===== config.mk =====
export PLATFORM = sky130hd
export DESIGN_NAME = muldiv_stall_sequencer
export DESIGN_NICKNAME = d
export VERILOG_FILES = /design/src/rtl/muldiv_stall_sequencer.sv
export SDC_FILE = /design/constraint.sdc
export NUM_CORES = 1
export LEC_CHECK = 0
export ABC_AREA = 1
export CAP_MARGIN = 10
export CELL_PAD_IN_SITES_DETAIL_PLACEMENT = 0
export CELL_PAD_IN_SITES_GLOBAL_PLACEMENT = 1
export CORE_UTILIZATION = 32
export DETAILED_ROUTE_END_ITERATION = 10
export PLACE_DENSITY_LB_ADDON = 0.1
export REMOVE_ABC_BUFFERS = 1
export SYNTH_ARGS = -nofsm -noshare
export SYNTH_HDL_FRONTEND = slang
export SYNTH_SLANG_ARGS = --single-unit

===== constraint.sdc =====
create_clock -name clk -period 1.5 [get_ports clk]
set_input_delay 0.45 -clock clk [delete_from_list [all_inputs] [get_ports clk]]
set_output_delay 0.45 -clock clk [all_outputs]
set_load 0.1 [all_outputs]

===== src/rtl/muldiv_stall_sequencer.sv =====
// Sequencer for the shared iterative HI/LO multiply/divide unit and the ID-stage stalls around it.
// Build option: define DIV0_FAST_EN to let a divide by zero skip the iteration and finish in one cycle.
module muldiv_stall_sequencer #(
    parameter int MUL_CYCLES = 4,
    parameter int DIV_CYCLES = 32,
    parameter int CNT_W      = 6
) (
    input  logic       clk,
    input  logic       rst_n,
    input  logic       ex_md_start,
    input  logic [1:0] ex_md_op,
    input  logic       ex_divisor_zero,
    input  logic       id_reads_hilo,
    input  logic       id_md_op,
    output logic       md_start,
    output logic       md_busy,
    output logic       hilo_we,
    output logic       PC_WriteEn,
    output logic       IFID_WriteEn,
    output logic       Stall_flush,
    output logic       div0_flag,
    output logic       md_overlap_err
);

    // state  | meaning
    // IDLE   | unit free, waiting for a mult/div in EX
    // RUN    | unit iterating, cnt counts down to terminal count 0
    // DONE   | result ready, hilo_we high; may accept a back-to-back issue

    typedef enum logic [1:0] {
        S_IDLE = 2'd0,
        S_RUN  = 2'd1,
        S_DONE = 2'd2
    } state_t;

    localparam logic [CNT_W-1:0] MUL_LOAD = CNT_W'(MUL_CYCLES - 1);
    localparam logic [CNT_W-1:0] DIV_LOAD = CNT_W'(DIV_CYCLES - 1);

    state_t           state;
    state_t           state_nxt;
    logic [CNT_W-1:0] cnt;
    logic [CNT_W-1:0] cnt_nxt;
    logic             accept;
    logic             fast_div0;
    logic             stall;
    logic             hilo_we_r;
    logic             overlap_err_r;

    assign accept = ex_md_start && (state == S_IDLE || state == S_DONE);

`ifdef DIV0_FAST_EN
    logic div0_r;

    assign fast_div0 = accept && ex_md_op[1] && ex_divisor_zero;
    assign div0_flag = div0_r;

    always_ff @(posedge clk) begin
        if (!rst_n) begin
            div0_r <= 1'b0;
        end else begin
            div0_r <= fast_div0;
        end
    end
`else
    logic div0_unused;

    assign div0_unused = ex_divisor_zero;
    assign fast_div0   = 1'b0;
    assign div0_flag   = 1'b0;
`endif

    // hilo_we is registered from the next state so it tracks state==DONE exactly.
    always_ff @(posedge clk) begin
        if (!rst_n) begin
            state         <= S_IDLE;
            cnt           <= '0;
            hilo_we_r     <= 1'b0;
            overlap_err_r <= 1'b0;
        end else begin
            state         <= state_nxt;
            cnt           <= cnt_nxt;
            hilo_we_r     <= (state_nxt == S_DONE);
            overlap_err_r <= overlap_err_r | (state == S_RUN && ex_md_start);
        end
    end

    always_comb begin
        state_nxt = state;
        cnt_nxt   = cnt;
        case (state)
            S_IDLE, S_DONE: begin
                if (accept) begin
                    if (fast_div0) begin
                        state_nxt = S_DONE;
                        cnt_nxt   = '0;
                    end else begin
                        state_nxt = S_RUN;
                        cnt_nxt   = ex_md_op[1] ? DIV_LOAD : MUL_LOAD;
                    end
                end else begin
                    state_nxt = S_IDLE;
                end
            end
            S_RUN: begin
                if (cnt == '0) begin
                    state_nxt = S_DONE;
                end else begin
                    cnt_nxt = cnt - CNT_W'(1);
                end
            end
            default: begin
                state_nxt = S_IDLE;
                cnt_nxt   = '0;
            end
        endcase
    end

    // DONE alone does not stall: the dependent instruction reaches EX after HI/LO is written.
    always_comb begin
        md_start       = accept;
        md_busy        = (state == S_RUN) || (state == S_DONE);
        stall          = ((state == S_RUN) || accept) && (id_reads_hilo || id_md_op);
        PC_WriteEn     = ~stall;
        IFID_WriteEn   = ~stall;
        Stall_flush    = stall;
        hilo_we        = hilo_we_r;
        md_overlap_err = overlap_err_r;
    end

endmodule


Word-level counts from Yosys, hierarchy flattened. Index checks and enable logic that the tools add are counted.

Output and inout port bits: 8. Word-level logic and storage cells: 30. Input port bits: 8. Register bits: 10.

Reductions and logical operators: 11. Eq/ne operators: 5. Bitwise operators: 2. $add $sub $neg: 1. Multiplexer cells: 7.

Operators with widths (number): $mux W6 (2); $pmux W6 S2 (1); $logic_not A6 Y1 (1); $sub A6 B1 Y6 const B (1); $mux W5 (1); $eq A2 B2 Y1 const B (2); $logic_or A1 B1 Y1 (4); $ne A2 B2 Y1 const B (2); $pmux W2 S2 (1); $logic_and A1 B1 Y1 (3); $eq A2 B1 Y1 const B (1); $logic_not A2 Y1 (1); $mux W2 (1); $reduce_and A2 Y1 (1); $reduce_or A2 Y1 (1); $mux W1 (1); $not A1 Y1 (1); $or A1 B1 Y1 (1).

Logic depth before layout (Yosys ltp).
Word-level depth: 6. Mapped depth: 8. Depth with buffers taken out: 8.

Worst setup path before layout. Ideal clock, no wire load.

Path kind: input to output. Start point: input port id_md_op. End point: output port Stall_flush. Setup slack: -2091 ps. Data required time: 1050 ps. Arrival time: 3141 ps. Cell stages on the path: 2. Path buffers: 0. Path through: o221ai_1 -> inv_1.

Cells in the longest elaborated chain, start to end: 2.

Ends and longest elaborated chain: from (decl) (RTL line 14) `input logic id_md_op,`; $logic_or A1 B1 Y1 (RTL line 122) `stall = ((state == S_RUN) || accept) && (id_reads_hilo || id_md_op);`; $logic_and A1 B1 Y1 (RTL line 122); to (decl) (RTL line 20) `output logic Stall_flush,`.

No other way between the ends.

Final worst setup path.
Start point: register state[0]. End point: output port PC_WriteEn.

Cells in the longest elaborated chain, start to end: 6. Elaborated cells on any way between the ends: 8. Those cells by class: eq/ne (2); bitwise (1); reduce/logical (5).

Ends and longest elaborated chain: from (decl) (RTL line 39) `state_t state;`; from (signal assigned) (RTL line 80) `state <= state_nxt;`; $eq A2 B2 Y1 / $logic_not A2 Y1 (equally long branches) (RTL line 49) `assign accept = ex_md_start && (state == S_IDLE || state == S_DONE);`; $logic_or A1 B1 Y1 (RTL line 49); $logic_and A1 B1 Y1 (RTL line 49); $logic_or A1 B1 Y1 * (RTL line 122); $logic_and A1 B1 Y1 * (RTL line 122); $not A1 Y1 * (RTL line 123) `PC_WriteEn = ~stall;`; to (decl) (RTL line 18) `output logic PC_WriteEn,`.

Every way passes the cells marked *; elsewhere a longest branch is shown, timed or not.

==> flow_summary_export.csv <==
group,metric,value,unit
synthesis,ys_ff_latch,10,
power_and_ir_drop,cellPowerDensity,904.1,nW/µm²
sta,maxSlewViolCount,0,
clocking,htreeDepth,1,
worst_setup_path,r2r_setup_slack,0.09,ns
clocking,cts_tree,"yes",
sta,fin_ws,-0.1694,ns
worst_setup_path,crit_path_end_kind,"output port",
clocking,clockRootBuffer,"clkbuf_4",
synthesis,yosysTopAreaCellShare,0.3107,
synthesis,ys_types,21,
routing,viasPerCell,4.649,
routing,vias,702,
global_routing,globalRouteTotalUtil,0.1889,
sta,fin_crit_sh,1.113,
floorplan,core_area,1802,µm²
floorplan,rows,15,
place,place_inst,143,
routing,wire_per_inst,11.74,µm
cells_and_area,layout-area-overhead-vs-synth,76.89,%
global_routing,grt_pass1_wl,2801,µm
worst_setup_path,crit_start,"state[0]",
synthesis,syn_inst,94,
clocking,clk_latency,0.27,ns
floorplan,die_w,46.88,µm
routing,final_antenna_net_count,0,
global_routing,antenna_found_initial,0,
floorplan,pin_count,16,
cells_and_area,num_antenna_cells,0,
clocking,cts_max_path_buffers,2,
global_routing,met1_usage,0.1977,
routing,drt_iter0_drc,6,
worst_setup_path,worst_ep_arrival_time,1.22,ns
clocking,cts_buffers,3,
min_path,hold_path.startpoint,"cnt[1]",
place,portBuffers,12,
clocking,clk_pin_slew,0.06,ns
synthesis,ys_top_cells_by_area,"dfxtp_1 31%, nand2_1 13%, ha_1 9.7%",
floorplan,initial_core_util,0.3576,
sta,hold_violations,0,
routing,wirelength,1773,µm
routing,drc,0,
status,violations,"setup timing",
worst_setup_path,path_class,"reg -> out",
power_and_ir_drop,ir_drop,593.9,µV
worst_setup_path,required,1.05,ns
place,pre_cts_ws,-0.4547,ns
cells_and_area,final_nets,141,
floorplan,dieArea,2197,µm²
sta,fin_worst_skew,0.005905,ns
worst_setup_path,r2r_start,"state[1]",
global_routing,grt_max_degree,9,
cells_and_area,drive_above_1_share,0.4206,
sta,fin_crit,1.669,ns
worst_setup_path,cp_max_fo,3,
synthesis,synth_largest_area_cell,"dfxtp_1",
power_and_ir_drop,p_leak,0.4848,nW
place,place.gp.congestion,0.8152,
sta,setup_viol,5,
floorplan,die_height,46.88,µm
global_routing,met2_usage,0.3444,
routing,drt_first_pass_iters,4,
global_routing,grt_util_met3,0.03462,
global_routing,grt_pass1_vias,671,
synthesis,syn_area,644.4,µm²
global_routing,grt.busiest_layer,"met2",
synthesis,ys_seq_area_frac,0.3107,
global_routing,gr-total-overflow,0,
clocking,numClockSinks,10,
place,dp_hpwl,1323,µm
synthesis,syn_avg_cell_area,6.855,µm²
sta,final.setup.tns,-0.7084,ns
worst_setup_path,cp-start-kind,"register",
synthesis,yosys_warnings,0,
min_path,min-delay-path-class,"reg -> reg",
cells_and_area,fin_cells,151,
sta,fmax,0.5990,GHz
status,status,"finished with violations",
flow_run,maxCapViolations,0,
sta,rsz0062_at_grt,"yes",
==> cells in the mapped netlist <==
cell type and number:
nand4_2 1, nand4_1 1, o21ai_1 3, nand3_1 8, clkinv_1 1, dfxtp_1 10
nand2_1 23, nand2_4 1, buf_4 2, buf_2 1, nor2_1 12, nor2_2 2
inv_1 10, a21oi_1 7, conb_1 1, nor3_2 1, o21ai_0 1, o22ai_1 2
ha_1 5, o21ai_4 1, o221ai_1 1
==> cell families (layout without fill, tap and decap cells) <==
logic type      count (synthesis)  in the layout  share of synthesized area
compound gates                 15             15                     0.1437
simple gates                   49             49                     0.3476
fa+ha+maj                       5              5                    0.09709
flops                          10             10                     0.3107
buf+inv                        14             46                    0.09513
other cells                     1              1                   0.005820
==> what timing repair did <==
action / in CTS / in global routing
endpoints found under the setup margin: 5 / 11
buffers inserted: 3 / 4
pin swaps: 3 / 7
hold buffers: 0 / 0
gates resized for setup: 25 / 11
gates cloned: 0 / 0
==> area by class of cell <==
cell class,count,area [µm²]
clock buffer,3,22.52
fill,166,661.9
inverter,11,46.29
multi-input combinational,70,480.5
sequential,10,205.2
tap,25,31.28
timing repair buffer,32,354.1
==> worst max-delay path, cell delays in order (launching register included) <==
cell      delay [ns]
dfxtp_2         0.34
buf_6           0.12
o221ai_4        0.18
buf_6           0.15
buf_12          0.16
==> routing by layer <==
layer | vias to the layer above | part of all wire | wire [µm]
met5 | - | 0 | 0
met4 | 0 | 0.019 | 34
met3 | 4 | 0.036 | 63
met2 | 15 | 0.51 | 909
met1 | 314 | 0.43 | 765
li1 | 369 | - | -
==> per-stage QoR <==
step / total power [mW] / util / hold slack, ns / cell area [µm²]
finish: 1.031 / 0.6326 / 0.4869 / 1140
global route: 1.086 / 0.6326 / 0.5141 / 1140
CTS: 1.006 / 0.5993 / 0.4936 / 1080
detailed placement: 0.7822 / 0.5319 / 0.4829 / 958.4
global placement: 0.7773 / 0.5319 / 0.4705 / 958.4
floorplan: 0.6065 / - / 0.4475 / 624.3
==> worst paths after layout <==
path,cells past startpoint,to
worst max-delay path,4,PC_WriteEn
worst min-delay path,2,cnt[1]
worst max register to register,9,cnt[0]
worst min register to register,2,cnt[1]
==> where the power goes <==
part	total [mW]	internal, mW	switching (mW)
Combinational	0.538	0.222	0.315
Clock	0.182	0.0926	0.0895
Sequential	0.311	0.288	0.0226
Total	1.03	0.603	0.427
==> cells in the final DEF (no fill, tap or decap), drive strengths merged, types with 2 or more instances in the layout <==
| master | Yosys | layout |
|---|---|---|
| a21oi | 7 | 7 |
| nand4 | 2 | 2 |
| clkbuf | 0 | 3 |
| ha | 5 | 5 |
| nor2 | 14 | 14 |
| o21ai | 5 | 5 |
| clkdlybuf4s50 | 0 | 2 |
| dlygate4sd2 | 0 | 2 |
| o22ai | 2 | 2 |
| nand3 | 8 | 8 |
| nand2 | 24 | 24 |
| buf | 3 | 27 |
| dfxtp | 10 | 10 |
| inv | 10 | 10 |
==> state kept, by name, summed over array words and instances (netlist names) <==
signal          count
cnt                 6
state               2
hilo_we             1
md_overlap_err      1
Note: power is estimated with default switching activity, not from simulation.
